$ cat config.mk
export PLATFORM = sky130hd
export DESIGN_NAME = ps2_rx
export DESIGN_NICKNAME = d
export VERILOG_FILES = /design/src/rtl/ps2_pkg.sv /design/src/rtl/ps2_sync_edge.sv /design/src/rtl/ps2_rx.sv
export SDC_FILE = /design/constraint.sdc
export NUM_CORES = 1
export LEC_CHECK = 0
export BUFFER_PORTS_ARGS = -buffer_cell sky130_fd_sc_hd__buf_4
export CAP_MARGIN = 25
export CORE_AREA = 2 2 81 83
export CTS_CLUSTER_SIZE = 30
export DETAILED_ROUTE_END_ITERATION = 6
export DIE_AREA = 0 0 83 85
export PLACE_DENSITY = 0.52
export SLEW_MARGIN = 20
export SYNTH_ARGS = -nofsm -noshare
export SYNTH_HDL_FRONTEND = slang
export SYNTH_SLANG_ARGS = --single-unit
$ cat constraint.sdc
create_clock -name clk -period 2.6 [get_ports clk]
set_input_delay 0.26 -clock clk [delete_from_list [all_inputs] [get_ports clk]]
set_output_delay 0.26 -clock clk [all_outputs]
set_load 0.03 [all_outputs]
$ cat src/rtl/ps2_pkg.sv
// Shared definitions for the PS/2 receiver: FSM encoding, frame layout
// and the frame-acceptance check.
package ps2_pkg;

  typedef enum logic [0:0] {
    IDLE = 1'b0,
    RECV = 1'b1
  } state_t;

  localparam int FRAME_BITS = 11;
  localparam int STOP_IDX   = 10;
  localparam int PARITY_IDX = 9;

  // Frame is good when data plus parity holds an odd number of ones
  // and the stop bit is high.
  function automatic logic frame_ok(input logic [8:0] data_par, input logic stop);
    return (^data_par) & stop;
  endfunction

endpackage

$ cat src/rtl/ps2_sync_edge.sv
// Brings the asynchronous PS/2 pins into the clk domain and flags the
// falling edge of the synchronized PS/2 clock. All flops reset to the
// idle bus level (1) so reset never fabricates an edge.
module ps2_sync_edge
  import ps2_pkg::*;
(
  input  logic clk,
  input  logic rst_n,
  input  logic ps2_clk,
  input  logic ps2_data,
  output logic sync_data,
  output logic fall
);

  logic clk_meta_r;
  logic clk_sync_r;
  logic clk_prev_r;
  logic data_meta_r;
  logic data_sync_r;

  // Two-flop synchronizers on both pins plus one history flop on the clock line.
  always_ff @(posedge clk) begin
    if (!rst_n) begin
      clk_meta_r  <= 1'b1;
      clk_sync_r  <= 1'b1;
      clk_prev_r  <= 1'b1;
      data_meta_r <= 1'b1;
      data_sync_r <= 1'b1;
    end else begin
      clk_meta_r  <= ps2_clk;
      clk_sync_r  <= clk_meta_r;
      clk_prev_r  <= clk_sync_r;
      data_meta_r <= ps2_data;
      data_sync_r <= data_meta_r;
    end
  end

  // One-cycle strobe: synced clock was high last cycle and is low now.
  assign fall      = clk_prev_r & ~clk_sync_r;
  assign sync_data = data_sync_r;

endmodule

$ cat src/rtl/ps2_rx.sv
// PS/2 device-to-host receiver. Deframes start/8 data/odd parity/stop,
// pulses code_valid on a good frame and frame_err on a bad or stalled
// one. The last good code is held, split into nibbles for the display.
module ps2_rx
  import ps2_pkg::*;
#(
  parameter int TIMEOUT_CYCLES = 50000
) (
  input  logic       clk,
  input  logic       rst_n,
  input  logic       ps2_clk,
  input  logic       ps2_data,
  output logic [7:0] code,
  output logic       code_valid,
  output logic       frame_err,
  output logic [3:0] nib_hi,
  output logic [3:0] nib_lo,
  output logic       busy
);

  // Counter runs 0..TIMEOUT_CYCLES-2; the step that would reach
  // TIMEOUT_CYCLES-1 is where the frame is abandoned instead.
  localparam int                TMO_W    = $clog2(TIMEOUT_CYCLES);
  localparam logic [TMO_W-1:0]  TMO_LAST = TMO_W'(TIMEOUT_CYCLES - 2);
  localparam logic [3:0]        BIT_STOP = 4'(STOP_IDX);

  state_t           state_r;
  logic [3:0]       bit_cnt_r;
  logic [8:0]       shift_r;    // {parity, data[7:0]} once all nine bits are in
  logic [TMO_W-1:0] tmo_r;
  logic             sync_data_s;
  logic             fall_s;

  ps2_sync_edge u_sync (
    .clk       (clk),
    .rst_n     (rst_n),
    .ps2_clk   (ps2_clk),
    .ps2_data  (ps2_data),
    .sync_data (sync_data_s),
    .fall      (fall_s)
  );

  // Frame FSM with registered pulses, held code/nibbles and busy flag.
  always_ff @(posedge clk) begin
    if (!rst_n) begin
      state_r    <= IDLE;
      bit_cnt_r  <= 4'd0;
      shift_r    <= 9'd0;
      tmo_r      <= '0;
      code       <= 8'd0;
      nib_hi     <= 4'd0;
      nib_lo     <= 4'd0;
      code_valid <= 1'b0;
      frame_err  <= 1'b0;
      busy       <= 1'b0;
    end else begin
      code_valid <= 1'b0;
      frame_err  <= 1'b0;
      case (state_r)
        IDLE: begin
          tmo_r <= '0;
          // Only a low data bit on a falling edge is a start bit.
          if (fall_s && !sync_data_s) begin
            state_r   <= RECV;
            bit_cnt_r <= 4'd1;
            busy      <= 1'b1;
          end else begin
            state_r   <= IDLE;
          end
        end
        RECV: begin
          if (fall_s) begin
            tmo_r <= '0;
            if (bit_cnt_r == BIT_STOP) begin
              state_r   <= IDLE;
              bit_cnt_r <= 4'd0;
              busy      <= 1'b0;
              if (frame_ok(shift_r, sync_data_s)) begin
                code       <= shift_r[7:0];
                nib_hi     <= shift_r[7:4];
                nib_lo     <= shift_r[3:0];
                code_valid <= 1'b1;
              end else begin
                frame_err  <= 1'b1;
              end
            end else begin
              // LSB arrives first, so shifting right lands data[0] at bit 0.
              shift_r   <= {sync_data_s, shift_r[8:1]};
              bit_cnt_r <= bit_cnt_r + 4'd1;
            end
          end else if (tmo_r == TMO_LAST) begin
            state_r   <= IDLE;
            bit_cnt_r <= 4'd0;
            busy      <= 1'b0;
            tmo_r     <= '0;
            frame_err <= 1'b1;
          end else begin
            tmo_r <= tmo_r + TMO_W'(1);
          end
        end
        default: begin
          state_r   <= IDLE;
          bit_cnt_r <= 4'd0;
          tmo_r     <= '0;
          busy      <= 1'b0;
        end
      endcase
    end
  end

endmodule

==> results_tabular.tex <==
\begin{tabular}{lr}
\hline
Metric & Value \\
\hline
\multicolumn{2}{l}{\textbf{STA}} \\
\quad Maximum achievable frequency & 529 MHz \\
\quad Setup violations, final & 0 \\
\quad Minimum clock period & 1.89 ns \\
\quad Number of hold violations in the final report & 0 \\
\quad Max-slew violations & 0 \\
\quad Transition time at the pin with the least slew margin & between 0.5 and 0.6 ns \\
\quad Worst-case hold slack & between 0.1 and 0.15 ns \\
\quad Setup TNS & 0 ns \\
\quad Worst-case headroom to the max-slew limit & 0.601 \\
\quad Worst-case clock skew & 0.00992 ns \\
\quad Setup repair after global routing missed its margin & no \\
\quad Share of the cycle needed by the critical path after routing & 0.728 \\
\multicolumn{2}{l}{\textbf{Final layout}} \\
\quad Area Overhead vs Synth & 12.3\% \\
\quad Number of filler instances in the final layout & 643 \\
\quad Ratio of cells with drive above 1 in the final layout & 0.148 \\
\quad Net count reported at finish & around 260 \\
\quad Final standard cell area without fillers & about 2400 um2 \\
\quad Antenna fix cells & 0 \\
\multicolumn{2}{l}{\textbf{Setup path}} \\
\quad Worst setup endpoint & tmo\_r[8] \\
\quad Crit-path slowest cell & sky130\_fd\_sc\_hd\_\_a41oi\_1 \\
\quad R2R Setup Slk & roughly 0.71 ns \\
\quad Data arrival, critical path & between 2 and 2.5 ns \\
\quad Chain of cells forming the critical path & inv\_1 -> ha\_1 -> and3b\_1 -> a41oi\_1 -> nand3\_1 -> buf\_4 -> nor2\_1 \\
\quad Peak fanout along the critical path & 16 \\
\quad Worst Setup SP & tmo\_r[0] \\
\quad Type of origin of the critical path & flop \\
\quad Worst R2R End & tmo\_r[8] \\
\quad Kind of end point of the critical path & flop \\
\quad Reg2reg start & tmo\_r[0] \\
\quad Critical path's largest stage delay & 0.52 ns \\
\quad Worst reg2reg path depth & 7 \\
\quad Startpoint-to-endpoint class of the critical path & reg2reg \\
\quad Worst EP required & about 2.8 ns \\
\multicolumn{2}{l}{\textbf{CTS}} \\
\quad Clock tree from TritonCTS & done \\
\quad H-tree levels & 2 \\
\quad CTS resizes & 0 \\
\quad Buffer cell driving the clock tree root & sky130\_fd\_sc\_hd\_\_clkbuf\_8 \\
\quad Count of clock tree sinks & 46 \\
\quad Cts-stage hold buffer count & 0 \\
\quad Number of buffers added by the clock tree synthesis step & 5 \\
\quad Worst skew pair latency & slightly below 0.3 ns \\
\quad Clock transition at the register clock pins on the worst setup and hold paths after CTS & 0.08 ns \\
\quad Number of post-CTS setup repair buffers & 0 \\
\quad Maximum count of clock buffers along a single path & 2 \\
\multicolumn{2}{l}{\textbf{Pwr}} \\
\quad Total leakage power & between 0.8 and 0.9 nW \\
\quad Maximum vdd drop & 0.224 mV \\
\quad Internal power of the cells & between 0.0009 and 0.001 W \\
\quad Portion of total power attributed to the clock network & 0.377 \\
\quad Net switching component of the power & $\sim$0.00025 W \\
\quad Part of the total power dissipated in sequential elements & 0.603 \\
\quad Share of total power in combinational logic & 0.019 \\
\quad Power density cells & roughly 500 nW/um2 \\
\quad Share of total power consumed by net switching & 0.210 \\
\multicolumn{2}{l}{\textbf{Yosys}} \\
\quad Avg Inst Size Synth & 9.06 um2 \\
\quad Cell variety after synth & roughly 40 \\
\quad Portion of the post-synthesis area used by sequential elements & 0.436 \\
\quad Dominant cell type by area after synthesis & sky130\_fd\_sc\_hd\_\_dfxtp\_1 \\
\quad Area share of the largest cell type after synthesis & 0.436 \\
\quad Post-synthesis cell area & 2110 um2 \\
\quad Syn nets & around 240 \\
\quad Gate Count Post-Synth & between 200 and 250 \\
\quad EDFF count, synth & 0 \\
\quad Most used flip-flop cell after synthesis & sky130\_fd\_sc\_hd\_\_dfxtp\_1 \\
\quad Number of synthesized register bits & 46 \\
\quad Async set-reset flop share out of synthesis & 0 \\
\quad Area contributors post-synth & sky130\_fd\_sc\_hd\_\_dfxtp\_1 44\%, sky130\_fd\_sc\_hd\_\_nand2\_1 7.5\%, sky130\_fd\_sc\_hd\_\_mux2i\_1 4.3\% \\
\quad Warnings, synthesis & 0 \\
\multicolumn{2}{l}{\textbf{Run}} \\
\quad MaxCap Viol Count & 0 \\
\multicolumn{2}{l}{\textbf{Global route}} \\
\quad Global router's overall resource usage & 0.117 \\
\quad Antenna violations before repair & 0 \\
\quad Largest net degree at the start of global routing & 32 \\
\quad Vias in the first global route & roughly 1,500 \\
\quad First-pass GRT wire length & between 6000 and 7000 um \\
\quad Gr ovfl total & 0 \\
\multicolumn{2}{l}{\textbf{Floorplan}} \\
\quad Core footprint & slightly above 6000 um2 \\
\quad Count of boundary I/O pins & 23 \\
\quad Vertical extent of the die & 85 um \\
\quad Die W & 83 um \\
\quad Placement row count & 29 \\
\quad Starting density of the core & 0.340 \\
\quad Die outline area & roughly 7100 um2 \\
\multicolumn{2}{l}{\textbf{Route}} \\
\quad Detail-routed net length per standard cell & 11.6 um \\
\quad Detail Route Antenna Nets & 0 \\
\quad Via count of the routed design & between 1,500 and 2,000 \\
\quad Drt first pass iters & 4 \\
\quad Total DRC errors in the routed layout & 0 \\
\quad Iteration-0 DRC count of the detailed router & 62 \\
\quad Routed vias/inst & roughly 4.8 \\
\quad Final wirelength & between 3000 and 4000 um \\
\multicolumn{2}{l}{\textbf{Placed design}} \\
\quad Port Buffer Count & 22 \\
\quad Cell area after placement & 2280 um2 \\
\quad Post-detail-place hpwl & around 2700 um \\
\quad Placer congestion estimate & 0.744 \\
\multicolumn{2}{l}{\textbf{Outcome}} \\
\quad Status & finished clean \\
\multicolumn{2}{l}{\textbf{Hold path}} \\
\quad Worst min-delay path category & in2reg \\
\hline
\end{tabular}
[how the worst min path moves through the flow]
stage,startpoint,endpoint,slack (ns),cells past startpoint
floorplan,ps2_clk,u_sync.clk_meta_r,0.36,1
global placement,u_sync.data_meta_r,u_sync.sync_data,0.40,1
detailed placement,u_sync.data_meta_r,u_sync.sync_data,0.40,1
CTS,ps2_clk,u_sync.clk_meta_r,0.14,2
global route,ps2_clk,u_sync.clk_meta_r,0.14,2
finish,ps2_clk,u_sync.clk_meta_r,0.15,2
[layer usage]
layer  up-vias  share of wire  GRT usage
met1       734           0.48      0.146
met3         5          0.035     0.0321
met2        21           0.47      0.197
li1        816              -          -
met5         -              0          0
met4         0          0.015     0.0402
[worst max-delay path: cells and delay by family (launching register included)]
family | cells | cell delay (ns)
AND/OR/NAND/NOR | 3 | 0.45
AO/OA/AOI/OAI | 1 | 0.52
buffers and inverters | 2 | 0.28
adder cells (fa/ha/maj) | 1 | 0.19
flip-flops | 1 | 0.40
[area by class of cell]
cell class                 instances  area, um2  share of cell area
multi-input combinational        166       1060               0.449
sequential                        46        921               0.388
timing repair buffer              23        173              0.0728
tap                               77       96.3              0.0406
clock buffer                       7       86.3              0.0364
inverter                           7       26.3              0.0111
clock inverter                     1       5.00             0.00211
[metrics by stage]
stage / setup WS, ns / total power (W) / utilization / instances
detailed placement: 0.706 / 0.000751 / 0.367 / 319
global placement: 0.703 / 0.000751 / 0.367 / 319
finish: 0.708 / 0.00118 / 0.382 / 327
CTS: 0.692 / 0.00120 / 0.382 / 327
global route: 0.475 / 0.00123 / 0.382 / 327
floorplan: 0.857 / 0.000745 / - / 233
[kinds of logic (layout without fill, tap and decap cells)]
logic type	count (synthesis)	in the layout	synth area share
AND/OR/NAND/NOR	106	106	0.251
flip-flops	46	46	0.436
AO/OA/AOI/OAI	29	29	0.0829
buffers and inverters	21	38	0.0604
XOR/XNOR	17	17	0.0924
multiplexers	10	10	0.0533
adder cells (fa/ha/maj)	4	4	0.0237
[layout by cell type, fill, tap and decap left out, drive strengths merged, types with 3 or more instances in the layout]
master  count
a21boi      6
a21oi      10
and3b       3
buf        23
clkbuf      7
dfxtp      46
ha          4
inv         6
mux2i      10
nand2      42
nand2b      7
nand3       8
nand4       6
nor2       15
nor2b       3
nor3        3
nor4        3
o21ai       8
or3         6
xnor2      10
xor2        4
[registers in the layout, indices dropped and copies added (netlist names)]
signal / count
bit_cnt_r: 4
u_sync.clk_prev_r: 1
busy: 1
frame_err: 1
u_sync.sync_data: 1
u_sync.clk_meta_r: 1
u_sync.data_meta_r: 1
shift_r: 9
tmo_r: 16
u_sync.clk_sync_r: 1
nib_hi: 1
code_valid: 1
state_r: 1
code: 7
[synth_stat cells (2+ instances only)]
library cell,n
sky130_fd_sc_hd__dfxtp_1,46
sky130_fd_sc_hd__and3b_2,2
sky130_fd_sc_hd__xnor3_2,2
sky130_fd_sc_hd__or3_1,6
sky130_fd_sc_hd__a21oi_1,10
sky130_fd_sc_hd__nand3_1,8
sky130_fd_sc_hd__nand2b_1,7
sky130_fd_sc_hd__a21boi_0,6
sky130_fd_sc_hd__inv_1,6
sky130_fd_sc_hd__xnor2_1,10
sky130_fd_sc_hd__buf_4,10
sky130_fd_sc_hd__xor2_1,4
sky130_fd_sc_hd__nand4_1,6
sky130_fd_sc_hd__nor2_1,15
sky130_fd_sc_hd__clkbuf_1,2
sky130_fd_sc_hd__ha_1,4
sky130_fd_sc_hd__nor3_1,3
sky130_fd_sc_hd__and3_1,2
sky130_fd_sc_hd__nand2_1,42
sky130_fd_sc_hd__and4_1,2
sky130_fd_sc_hd__mux2i_1,9
sky130_fd_sc_hd__nor4_1,3
sky130_fd_sc_hd__nor2b_1,3
sky130_fd_sc_hd__o21ai_0,8
[power groups by stage]
stage	Clock, W	Sequential [W]	Combinational, W
floorplan	0	0.000727	0.0000177
global placement	0	0.000727	0.0000236
detailed placement	0	0.000727	0.0000238
CTS	0.000468	0.000711	0.0000236
global route	0.000495	0.000711	0.0000258
finish	0.000445	0.000711	0.0000229
No activity file was read; power rests on OpenSTA's default activity.
